### config.mk
export PLATFORM = sky130hd
export DESIGN_NAME = serial_frame_rx
export DESIGN_NICKNAME = d
export VERILOG_FILES = /design/src/rtl/serial_rx_pkg.sv /design/src/rtl/serial_rx_shifter.sv /design/src/rtl/serial_frame_rx.sv
export SDC_FILE = /design/constraint.sdc
export NUM_CORES = 1
export LEC_CHECK = 0
export BUFFER_PORTS_ARGS = -buffer_cell sky130_fd_sc_hd__buf_4
export CAP_MARGIN = 10
export CORE_MARGIN = 4
export CORE_UTILIZATION = 50
export CTS_BUF_LIST = sky130_fd_sc_hd__clkbuf_4 sky130_fd_sc_hd__clkbuf_8 sky130_fd_sc_hd__clkbuf_16
export CTS_CLUSTER_DIAMETER = 50
export DETAILED_ROUTE_END_ITERATION = 10
export GPL_TIMING_DRIVEN = 0
export PLACE_DENSITY = 0.81
export SYNTH_ARGS = -nofsm -noshare
export SYNTH_HDL_FRONTEND = slang
export SYNTH_HIERARCHICAL = 1
export SYNTH_SLANG_ARGS = --single-unit
### constraint.sdc
create_clock -name clk -period 2.14 [get_ports clk]
set_clock_uncertainty 0.15 [all_clocks]
set_input_delay 0.107 -clock clk [delete_from_list [all_inputs] [get_ports clk]]
set_output_delay 0.107 -clock clk [all_outputs]
set_load 0.02 [all_outputs]
### src/rtl/serial_rx_pkg.sv
// Shared types and helpers for the serial frame receiver.
package serial_rx_pkg;

  typedef enum logic [2:0] {
    S_IDLE = 3'd0,
    S_DATA = 3'd1,
    S_PAR  = 3'd2,
    S_STOP = 3'd3,
    S_RDY  = 3'd4,
    S_ERR  = 3'd5
  } state_t;

  localparam logic [1:0] PAR_NONE = 2'd0;
  localparam logic [1:0] PAR_EVEN = 2'd1;
  localparam logic [1:0] PAR_ODD  = 2'd2;

  // acc is the XOR of the payload bits only; pbit is the received parity bit.
  function automatic logic parity_ok(input logic [1:0] mode, input logic acc, input logic pbit);
    case (mode)
      PAR_EVEN: parity_ok = ((acc ^ pbit) == 1'b0);
      PAR_ODD:  parity_ok = ((acc ^ pbit) == 1'b1);
      default:  parity_ok = 1'b1;
    endcase
  endfunction

endpackage

### src/rtl/serial_rx_shifter.sv
// Payload capture: LSB-first shift register, bit index and running parity.
module serial_rx_shifter #(
  parameter int DATA_BITS = 8
) (
  input  logic                 clk,
  input  logic                 reset,
  input  logic                 clear,
  input  logic                 enable,
  input  logic                 bit_in,
  output logic [DATA_BITS-1:0] word,
  output logic                 acc,
  output logic                 last
);

  localparam int IDX_W = $clog2(DATA_BITS);

  logic [IDX_W-1:0] idx;

  always_ff @(posedge clk) begin
    if (reset || clear) begin
      word <= '0;
      idx  <= '0;
      acc  <= 1'b0;
    end else if (enable) begin
      word[idx] <= bit_in;
      acc       <= acc ^ bit_in;
      idx       <= idx + 1'b1;
    end
  end

  assign last = (idx == IDX_W'(DATA_BITS - 1));

endmodule

### src/rtl/serial_frame_rx.sv
// Bit-per-clock serial frame receiver with optional parity, 1/2 stop bits and
// a saturating error counter.
//
// state  | meaning
// IDLE   | line idle, waiting for a 0 start bit
// DATA   | sampling payload bits LSB first
// PAR    | sampling the parity bit
// STOP   | sampling stop bit(s); a 0 is a framing error
// RDY    | frame finished; a 0 here is a back-to-back start bit
// ERR    | framing error, waiting for the line to return to 1
module serial_frame_rx
  import serial_rx_pkg::*;
#(
  parameter int DATA_BITS   = 8,
  parameter int PARITY_MODE = 0,
  parameter int STOP_BITS   = 1,
  parameter int ERR_CNT_W   = 8
) (
  input  logic                 clk,
  input  logic                 reset,
  input  logic                 in,
  output logic [DATA_BITS-1:0] out_data,
  output logic                 done,
  output logic                 parity_err,
  output logic                 frame_err,
  output logic [ERR_CNT_W-1:0] err_count
);

  state_t                 state;
  logic                   stop_idx;
  logic                   pbit;
  logic [DATA_BITS-1:0]   word;
  logic                   acc;
  logic                   last;
  logic                   shift_en;
  logic                   shift_clr;
  logic                   stop_last;
  logic                   pok;
  logic [ERR_CNT_W-1:0]   err_next;

  assign shift_en  = (state == S_DATA);
  assign shift_clr = (state == S_IDLE) || (state == S_RDY) || (state == S_ERR);
  assign stop_last = (STOP_BITS == 1) || stop_idx;
  assign pok       = parity_ok(2'(PARITY_MODE), acc, pbit);
  assign err_next  = (err_count == '1) ? err_count : err_count + 1'b1;

  serial_rx_shifter #(.DATA_BITS(DATA_BITS)) u_shifter (
    .clk    (clk),
    .reset  (reset),
    .clear  (shift_clr),
    .enable (shift_en),
    .bit_in (in),
    .word   (word),
    .acc    (acc),
    .last   (last)
  );

  // Pulses are registered on the transition into RDY/ERR so they line up
  // with that state and out_data is already valid alongside done.
  always_ff @(posedge clk) begin
    if (reset) begin
      state      <= S_IDLE;
      stop_idx   <= 1'b0;
      pbit       <= 1'b0;
      out_data   <= '0;
      done       <= 1'b0;
      parity_err <= 1'b0;
      frame_err  <= 1'b0;
      err_count  <= '0;
    end else begin
      done       <= 1'b0;
      parity_err <= 1'b0;
      frame_err  <= 1'b0;
      case (state)
        S_IDLE: if (!in) state <= S_DATA;
        S_DATA: begin
          stop_idx <= 1'b0;
          if (last) state <= (PARITY_MODE != 0) ? S_PAR : S_STOP;
        end
        S_PAR: begin
          pbit  <= in;
          state <= S_STOP;
        end
        S_STOP: begin
          if (!in) begin
            state     <= S_ERR;
            frame_err <= 1'b1;
            err_count <= err_next;
          end else if (stop_last) begin
            state <= S_RDY;
            if (pok) begin
              done     <= 1'b1;
              out_data <= word;
            end else begin
              parity_err <= 1'b1;
              err_count  <= err_next;
            end
          end else begin
            stop_idx <= 1'b1;
          end
        end
        S_RDY:   state <= in ? S_IDLE : S_DATA;
        S_ERR:   if (in) state <= S_IDLE;
        default: state <= S_IDLE;
      endcase
    end
  end

endmodule

==> flow_summary.json <==
{
  "outcome": "finished clean",
  "overall_power_of_the_completed_layout_mw": 1.169,
  "synth_fp_nets": 155,
  "r2r_start": "state[0]",
  "final.setup.tns_ns": 0,
  "gp_routability_congestion": 0.8298,
  "post_synth_instance_area_sq_mm": 0.001461,
  "route.detailed.wl_per_inst_um": 13.37,
  "vias_per_cell": 5.433,
  "cp-end-kind": "register",
  "worst_slack_after_detailed_placement_ns": 0.2813,
  "post_synth.cell_area_avg_sq_um": 9.808,
  "clock_slew_seen_by_the_registers_of_the_worst_setup_and_hold_paths_ns": 0.09,
  "pin_count_of_the_biggest_net_entering_global_routing": 14,
  "die_area_sq_mm": 0.003851,
  "final_critical_path_setup_slack_ns": 0.2917,
  "number_of_global_route_vias_before_repair": 1089,
  "power-per-cell-area_mw_per_mm2": 662.1,
  "quantity_of_i_o_buffers_inserted_on_ports": 20,
  "crit_path_start_kind": "register",
  "route.vias.total": 1141,
  "fin_crit_sh_pct": 86.37,
  "placementRows": 19,
  "required_ns": 2.25,
  "clk-insertion-delay-late_ns": 0.33,
  "path_max_fanout": 9,
  "min_path_cells": 2,
  "first_pass_grt_wire_length_um": 4533,
  "dpl.hpwl_um": 2024,
  "initial_antenna_violation_count": 0,
  "num-nets-final": 184,
  "rsz0062_at_grt": "false",
  "cts.path.max_buffers": 2,
  "layout_cells_sized_above_1_pct": 26.26,
  "worstMarginPinSlew_ns": 0.5937,
  "grtUsageTotal_pct": 16.27,
  "floorplan.core_area_sq_mm": 0.002781,
  "total_number_of_clock_tree_sinks": 32,
  "cts_made_buffers": 5,
  "drcViolationCount": 0,
  "critPathKind": "register to register",
  "number_of_max_cap_violations": 0,
  "reg2reg_to": "u_shifter/word[0]",
  "timing.max_slew.rel_slack_pct": 60.42,
  "floorplan.initialDensity_pct": 52.54,
  "yosysWarningCount": 6,
  "regToRegSetupSlack_ns": 0.29,
  "worst-path-stages": 5,
  "worstPathCellList": "buf_2 > nor3b_1 > buf_2 > nor4b_2 > mux2i_1",
  "final_cells": 210,
  "ctsHtreeMaxLevel": 2,
  "setup_viol_count_final": 0,
  "timing.reg2reg.worst_path_depth": 5,
  "clock_root_buffer": "clkbuf_4",
  "critical_path_buf_inv_count": 2,
  "cts_tree": "yes",
  "max_freq_ghz": 0.5410,
  "number_of_optimization_iterations_in_the_first_detailed_route_pass": 4,
  "ir_worst_vdd_uv": 495.1,
  "post_synth_inst_count": 149,
  "dieHeight_um": 62.06,
  "remaining_antenna_violation_count": 0,
  "timing_max_transition_violations_final": 0,
  "finalWirelength_um": 2808,
  "min_delay_worst_endpoint": "out_data[5]",
  "insertedDiodeCount": 0,
  "critical_path.slowest_cell": "nor3b_1",
  "hp-start": "u_shifter/word[5]",
  "die_width_um": 62.06,
  "drt_iter0_markers": 52,
  "worstPathArrival_ns": 1.96,
  "placed_cells": 200,
  "total_i_o_pin_count": 22,
  "power_leakage_nw": 0.7503,
  "min_cycle_time_layout_ns": 1.848,
  "critical-path-top-cell-by-count": "buf_2",
  "worst_path_dominant_cell_family": "simple AND/OR/NAND/NOR gates",
  "timing.hold.worst.class": "register to register",
  "grt_overflow_total": 0,
  "cpPeakStageDelay_ns": 0.40,
  "final_hold_viol_count": 0,
  "area_delta_synth_final_pct": 20.80
}
cells in the final DEF (no fill, tap or decap), types with 4 or more instances in the layout:
cell type	instances
xor2_1	6
dfxtp_1	32
or3b_2	8
nand2_1	16
nor2_1	14
clkbuf_4	5
a21oi_1	11
buf_4	21
buf_2	4
mux2i_1	11
metrics by stage:
step / hold WS (ns) / area (sq um) / util (%)
final: 0.3028 / 1765 / 63.47
after global routing: 0.3292 / 1765 / 63.47
after CTS: 0.3095 / 1765 / 63.47
after detailed placement: 0.2176 / 1650 / 59.33
after global placement: 0.2186 / 1650 / 59.33
after floorplan: 0.02861 / 1461 / -
worst register-to-register path: cells and delay by family, from the launching register on:
kind | cells | cell delay [ns]
DFF | 1 | 0.32
and+or+nand+nor | 2 | 0.65
muxes | 1 | 0.20
buffers and inverters | 2 | 0.46
sequential cells by signal, indices dropped and copies added (netlist names):
register	cells
frame_err	1
err_count	8
u_shifter/idx	3
done	1
u_shifter/word	8
out_data	8
state	3
where the power goes:
part,total [mW],internal [mW],switching (mW),leakage [nW]
Sequential,0.600,0.598,0.00173,0.258
Combinational,0.0551,0.0228,0.0323,0.441
Clock,0.514,0.310,0.204,0.0515
Total,1.17,0.931,0.238,0.750
worst max-delay path by stage:
stage                  from           endpoint  slack (ns)
6_report           state[0]  u_shifter/word[0]        0.29
3_5_place_dp       state[0]  u_shifter/word[0]        0.28
5_1_grt            state[0]  u_shifter/word[0]        0.12
3_3_place_gp       state[0]  u_shifter/word[0]        0.39
2_1_floorplan  err_count[0]       err_count[5]        0.49
4_1_cts            state[0]  u_shifter/word[0]        0.27
per-layer routing:
metal	vias up	global-route usage, %	wire [um]
met4	0	6.970	27
met2	21	27.51	1416
met1	532	18.65	1224
li1	585	-	-
met3	3	5.372	140
met5	-	0	0
layout make-up:
type | instances | area [sq um]
plain buffers | 8 | 46.29
clock inverters | 1 | 30.03
multi-input cells | 108 | 770.7
repair buffers | 22 | 170.2
flip-flops and latches | 32 | 640.6
clock buffers | 7 | 65.06
fillers | 233 | 1016
inverters | 1 | 3.754
well taps | 31 | 38.79
repair_timing:
item                      CTS  global route
hold endpoints to repair   11             0
buffers inserted            0             0
resized for setup           0             0
hold buffers                2             0
No activity file was read; power rests on OpenSTA's default activity.
